**src/rtl/uart_rx_fifo.sv**
```systemverilog
`default_nettype none
// ============================================================================
// Module   : uart_rx_fifo
// Brief    : Receive-side byte FIFO fed by a UART receiver's frame-done level,
//            with a registered pop handshake and a sticky overrun flag.
// Revision : 1.0 - initial release
// ============================================================================
module uart_rx_fifo #(
    parameter int DATA_W     = 8,
    parameter int DEPTH_LOG2 = 4
) (
    input  logic                  clk_50,
    input  logic                  rst,
    input  logic [DATA_W-1:0]     rx_data,
    input  logic                  rx_ready,
    input  logic                  rd_en,
    input  logic                  clr_overflow,
    output logic [DATA_W-1:0]     rd_data,
    output logic                  rd_valid,
    output logic                  empty,
    output logic                  full,
    output logic [DEPTH_LOG2:0]   count,
    output logic                  overflow
);

    localparam logic [DEPTH_LOG2:0] c_depth = {1'b1, {DEPTH_LOG2{1'b0}}};
    localparam logic [DEPTH_LOG2:0] c_zero  = '0;

    logic [DATA_W-1:0]     r_mem [0:(1<<DEPTH_LOG2)-1];
    logic [DEPTH_LOG2-1:0] r_wr_ptr;
    logic [DEPTH_LOG2-1:0] r_rd_ptr;
    logic                  r_rx_ready_q;

    logic                  w_push;
    logic                  w_pop;
    logic                  w_push_acc;
    logic                  w_drop;
    logic [DEPTH_LOG2:0]   w_count_nxt;

    // A frame is captured only on the rising edge of the receiver's level.
    assign w_push      = rx_ready & ~r_rx_ready_q;
    assign w_pop       = rd_en & (count != c_zero);
    // When full, a same-cycle pop frees the slot the push will land in.
    assign w_push_acc  = w_push & ((count != c_depth) | w_pop);
    assign w_drop      = w_push & ~w_push_acc;
    assign w_count_nxt = count + {{DEPTH_LOG2{1'b0}}, w_push_acc}
                               - {{DEPTH_LOG2{1'b0}}, w_pop};

    always_ff @(posedge clk_50 or posedge rst) begin
        if (rst) begin
            r_rx_ready_q <= 1'b1;
            r_wr_ptr     <= '0;
            r_rd_ptr     <= '0;
            count        <= '0;
            empty        <= 1'b1;
            full         <= 1'b0;
            rd_data      <= '0;
            rd_valid     <= 1'b0;
            overflow     <= 1'b0;
        end else begin
            r_rx_ready_q <= rx_ready;
            count        <= w_count_nxt;
            empty        <= (w_count_nxt == c_zero);
            full         <= (w_count_nxt == c_depth);
            rd_valid     <= w_pop;
            if (w_push_acc) begin
                r_wr_ptr <= r_wr_ptr + 1'b1;
            end
            if (w_pop) begin
                rd_data  <= r_mem[r_rd_ptr];
                r_rd_ptr <= r_rd_ptr + 1'b1;
            end
            // A drop in the same cycle as a clear keeps the flag set.
            if (w_drop) begin
                overflow <= 1'b1;
            end else if (clr_overflow) begin
                overflow <= 1'b0;
            end
        end
    end

    always_ff @(posedge clk_50) begin
        if (w_push_acc) begin
            r_mem[r_wr_ptr] <= rx_data;
        end
    end

endmodule
`default_nettype wire

```
**config.mk**
```make
export PLATFORM = sky130hd
export DESIGN_NAME = uart_rx_fifo
export DESIGN_NICKNAME = d
export VERILOG_FILES = /design/src/rtl/uart_rx_fifo.sv
export SDC_FILE = /design/constraint.sdc
export NUM_CORES = 1
export LEC_CHECK = 0
export ABC_AREA = 1
export CAP_MARGIN = 20
export CORE_UTILIZATION = 35
export CTS_BUF_LIST = sky130_fd_sc_hd__clkbuf_8 sky130_fd_sc_hd__clkbuf_16
export DETAILED_ROUTE_END_ITERATION = 16
export GPL_ROUTABILITY_DRIVEN = 0
export PLACE_DENSITY = 0.62
export SYNTH_ARGS = -nofsm -noshare
export SYNTH_HDL_FRONTEND = slang
export SYNTH_SLANG_ARGS = --single-unit
```
**constraint.sdc**
```tcl
create_clock -name clk_50 -period 6.7 [get_ports clk_50]
set_input_delay 1.34 -clock clk_50 [delete_from_list [all_inputs] [get_ports clk_50]]
set_output_delay 1.34 -clock clk_50 [all_outputs]
set_load 0.01 [all_outputs]
```
Yosys cells after proc, flatten, opt, wreduce, memory -nomap -nowiden
Memories as Yosys holds them, arrays and structs flattened. A register that Yosys moved wholly into a read port is not among the register bits.
Index checks and enable logic that the tools add are counted.
{"block": "totals", "reg_bits": 18, "latch_bits": 0, "ramBits": 128, "rom_bits": 0, "input_bits": 13, "out_inout_bits": 17, "word_cells": 29, "memories": 1}
{"name": "r_mem", "words": 16, "width": 8, "read_ports": 1, "rd_clocked_by_memory_dff": 1, "write_ports": 1, "line": "29", "text": "logic [DATA_W-1:0] r_mem [0:(1<<DEPTH_LOG2)-1];"}
{"block": "classes", "add_sub_neg": 4, "mul": 0, "div_mod_pow": 0, "order_cmp": 0, "eq_ne": 2, "shifts": 0, "muxes": 4, "n_bitwise": 7, "reduce_logical": 3}
{"operator": "$add 4x1->4 const B", "count": 2}
{"operator": "$add 5x1->5", "count": 1}
{"operator": "$eq 5x5->1 const B", "count": 1}
{"operator": "$logic_not 5->1", "count": 1}
{"operator": "$ne 5x5->1 const B", "count": 1}
{"operator": "$reduce_bool 5->1", "count": 1}
{"operator": "$sub 5x1->5", "count": 1}
{"operator": "$and 1x1->1", "count": 4}
{"operator": "$mux 1", "count": 4}
{"operator": "$not 1->1", "count": 2}
{"operator": "$reduce_bool 2->1", "count": 1}
{"operator": "$or 1x1->1", "count": 1}

Logic depth before layout (Yosys ltp)
{"block": "logic_depth", "ltp_word": 7, "mapped_depth": 16}

Worst setup path before layout
Ideal clock, no wire load.
{"block": "synth_timing", "path_type": "input to register", "start": "input rx_ready", "end": "register full", "setup_ns": 0.073, "t_arrival_ns": 2.958, "t_required_ns": 6.627, "path_slack_ns": 3.669, "stages": 12, "n_path_buf": 0, "path_cell_list": "inv_1 -> nor2_1 -> nand2_1 -> inv_1 -> nand2_1 -> nand2_1 -> ha_1 -> inv_1 -> fa_1 -> o21ai_0 -> xor2_1 -> nor2b_1"}
{"block": "synth_via", "elab_chain_cells": 5}
{"item": "start, declared", "line": "15", "text": "input logic rx_ready,"}
{"item": "$and 1x1->1", "line": "41", "text": "assign w_push = rx_ready & ~r_rx_ready_q;"}
{"item": "$and 1x1->1", "line": "44", "text": "assign w_push_acc = w_push & ((count != c_depth) | w_pop);"}
{"item": "$add 5x1->5", "line": "46", "text": "assign w_count_nxt = count + {{DEPTH_LOG2{1'b0}}, w_push_acc}"}
{"item": "$sub 5x1->5", "line": "47", "text": "- {{DEPTH_LOG2{1'b0}}, w_pop};"}
{"item": "via w_count_nxt[4]", "line": "38", "text": "logic [DEPTH_LOG2:0] w_count_nxt;"}
{"item": "$eq 5x5->1", "line": "64", "text": "full <= (w_count_nxt == c_depth);"}
{"item": "end signal, assigned", "line": "64"}
{"item": "end, declared", "line": "21", "text": "output logic full,"}
The timed path passes the listed nets, and every way through them passes these cells.
A chain may end at the register's enable or synchronous reset.

Worst setup path after layout
{"block": "layout_timing", "start": "input rd_en", "end": "register full"}
{"block": "layout_via", "elab_chain_cells": 6}
{"item": "start, declared", "line": "16", "text": "input logic rd_en,"}
{"item": "$and 1x1->1 *", "line": "42", "text": "assign w_pop = rd_en & (count != c_zero);"}
{"item": "$or 1x1->1", "line": "44"}
{"item": "$and 1x1->1", "line": "44"}
{"item": "$add 5x1->5", "line": "46"}
{"item": "$sub 5x1->5 *", "line": "47"}
{"item": "via w_count_nxt[4]", "line": "38"}
{"item": "$eq 5x5->1 *", "line": "64"}
Mark *: on every way through the listed nets, which the timed path passes. The rest lies on a longest branch.

==> metrics.md <==
| Metric | Value |
|---|---|
| Status | `finished clean` |
| CP Cell Sequence | `clkdlybuf4s50_1, nand2_1, nor2_1, inv_1, nand2_1, ha_1, inv_1, fa_1, o21ai_0, xor2_1, nor2b_1` |
| Synthesized area | `6760 um2` |
| Combinational family with the most area after synthesis | `simple AND/OR/NAND/NOR gates` |
| Ant diodes | `0` |
| CORE AREA | `18,800 um2` |
| Syn Inst Count | `664` |
| Yosys reg bits | `154` |
| Final Cycle Share | `0.507` |
| Slowest CP cell | `clkdlybuf4s50_1` |
| PortBufs | `29` |
| Peak supply drop | `0.231 mV` |
| Net Switching | `1150 uW` |
| Crit-path max FO | `12` |
| Hold-critical path endpoint | `rd_data[3]` |
| Final setup fails | `0` |
| Reg2reg start | `count[2]` |
| CP arrival | `3750 ps` |
| Root Buffer | `clkbuf_16` |
| Row count | `50` |
| XOR/XNOR share of the synthesized area | `0.0129` |
| Synth area leaders | `edfxtp_1 (57%), nand2_1 (12%), dfrtp_1 (8.9%)` |
| Share of layout cells above drive strength 1 | `0.0526` |
| CTS Hold Bufs | `0` |
| Pwr dens | `422 nW/um2` |
| Pin count of the biggest net entering global routing | `68` |
| Synth Area in Simple Gates | `0.206` |
| Min cycle time layout | `3400 ps` |
| Ys async rst share | `0.169` |
| GRT Overall Usage | `0.162` |
| Leakage | `0.00344 uW` |
| Hold depth | `2` |
| Most used DFF post-synth | `edfxtp_1` |
| Initial antenna violation count | `0` |
| Hold Startpoint | `rd_data[3]` |
| Clock Power Share | `0.305` |
| Post-DRT Antenna Nets | `0` |
| CP Class | `in2reg` |
| Hold Path Class | `reg2reg` |
| Remaining global-route overflow | `0` |
| Num CTS Buffers | `17` |
| Max Freq | `294 MHz` |
| Relative slew slack | `0.415` |
| CP Launch Type | `primary input` |
| Hold_ws | `475 ps` |
| Worst-Margin Slew | `875 ps` |
| Drt wl/cell | `15.5 um` |
| Area grow syn2layout | `17.2%` |
| Yosys warning count | `0` |
| Mux cell area share after synthesis | `0` |
| Adder-Cell Fraction of Synth Area | `0.0215` |
| Max Cap Violations | `0` |
| Routed WL | `14,900 um` |
| DIE AREA | `19,900 um2` |
| Drt via density | `4.60` |
| CP Data Required Time | `7050 ps` |
| CTS tree | `built` |
| Max clock buf depth | `2` |
| Drt pass-1 iters | `7` |
| Worst r2r dst | `full` |
| Compound-gate portion of the synthesized area | `0.00573` |
| Critical path capture point type | `register` |
| Initial DRC count | `410` |
| Clock Pin Slew Worst Setup and Hold Paths | `60 ps` |
| Max incr delay on CP | `470 ps` |
| Nets@finish | `714` |
| Setup TNS | `0 ps` |
| DRC violation count after routing | `0` |
| Starting Density | `0.359` |
| Synthesized net count | `688` |
| Vias | `4,427` |
| Internal | `2200 uW` |
| Mean post-synth cell area | `10.2 um2` |
| Post-CTS setup buffers | `0` |
| Worst r2r path cells | `15` |
| RSZ-0062 raised after global routing | `false` |
| Combinational fraction of design power | `0.324` |
| Vias in the first global route | `4,233` |
| Yosys cell types | `23` |
| # resized after CTS | `0` |
| Skew-Pair Late Insertion Delay | `430 ps` |
| Top-area cell type share of the netlist area | `0.568` |
| DP Wirelength | `9250 um` |
| Number of flops mapped to enable cells by yosys | `128` |
| Slew Viols, Final | `0` |
| Reg2Reg Setup Slack | `3860 ps` |
| I/O pins | `30` |
| Global-route wire length before repair | `23,400 um` |
| Width of the die | `141 um` |
| Seq pwr share | `0.372` |
| Sw Share | `0.344` |
| Final hold violation count | `0` |
| H-tree depth | `4` |
| Clock skew | `8.70 ps` |
| Sequential area share after synthesis | `0.665` |
| CTS Sinks | `154` |
| Post-route core utilization | `0.421` |
| Yosys top cell by area | `edfxtp_1` |
| Die height | `141 um` |
## final cells by class
| class | instances | area, um2 |
|---|---|---|
| clock buffers | 18 | 439 |
| clock inverters | 14 | 188 |
| fillers | 1787 | 10900 |
| inverters | 118 | 443 |
| multi-input cells | 365 | 1670 |
| flip-flops and latches | 154 | 4500 |
| well taps | 260 | 325 |
| repair buffers | 34 | 368 |
## critical path, delay by kind of cell
family	cells	cell delay, ps
buf+inv	3	620
fa+ha+maj	2	560
simple gates	4	760
compound gates	1	230
xor+xnor	1	230
## layout by cell type (no fill, tap or decap), types with 3 or more instances in the layout
cell	netlist	routed
nor2_1	22	22
o21ai_0	4	4
clkinv_2	0	3
ha_1	10	10
dfrtp_1	24	23
nand3_1	99	99
inv_1	114	118
edfxtp_1	128	128
clkdlybuf4s50_1	0	29
bufinv_16	0	5
clkinv_1	2	4
xor2_1	8	8
clkbuf_16	0	17
nand2_1	213	213
## state kept, by name, summed over array words and instances, names as in the netlist
signal,flops
count,5
empty,1
full,1
overflow,1
r_mem,128
r_rd_ptr,4
r_rx_ready_q,1
r_wr_ptr,4
rd_data,8
rd_valid,1
## cell usage after synthesis (4+ instances only)
master,count
edfxtp_1,128
buf_2,18
nand3_1,99
xor2_1,8
nand2_1,213
o21ai_0,4
dfrtp_1,24
nor2_1,22
ha_1,10
buf_4,7
inv_1,114
## through the flow
stage	setup slack, ps	area, um2	std cells	total power (uW)
floorplan	3670	6760	664	1990
global placement	2930	7240	928	2320
detailed placement	2850	7240	928	2320
CTS	3300	7870	960	3340
global route	3030	7930	963	3540
finish	3300	7930	963	3350
## cells by family (layout without fill, tap and decap cells)
family,after synthesis,after routing
and+or+nand+nor,337,337
buffers and inverters,145,184
AOI/OAI and AO/OA,7,7
DFF,154,154
adders and majority gates,11,11
xor gates and xnor gates,10,10
## power by group through the flow
stage / clock network [uW] / logic (uW) / registers [uW]
floorplan: 0 / 744 / 1250
global placement: 0 / 1050 / 1260
detailed placement: 0 / 1060 / 1260
CTS: 1030 / 1060 / 1240
global route: 1080 / 1210 / 1260
finish: 1020 / 1080 / 1240
## worst max path at each step
| stage | startpoint | to | slack (ps) | depth (start not counted) |
|---|---|---|---|---|
| 5_1_grt | rd_en | full | 3030 | 11 |
| 6_report | rd_en | full | 3300 | 11 |
| 3_5_place_dp | rd_en | full | 2850 | 11 |
| 3_3_place_gp | rd_en | full | 2930 | 11 |
| 2_1_floorplan | rx_ready | full | 3670 | 12 |
| 4_1_cts | rd_en | full | 3300 | 11 |
## per-layer routing
metal	GRT usage	part of all wire
met1	0.223	0.46
met2	0.255	0.47
met3	0.0397	0.058
met4	0.0486	0.013
met5	0	0
Power figures use the tool's default switching activity.
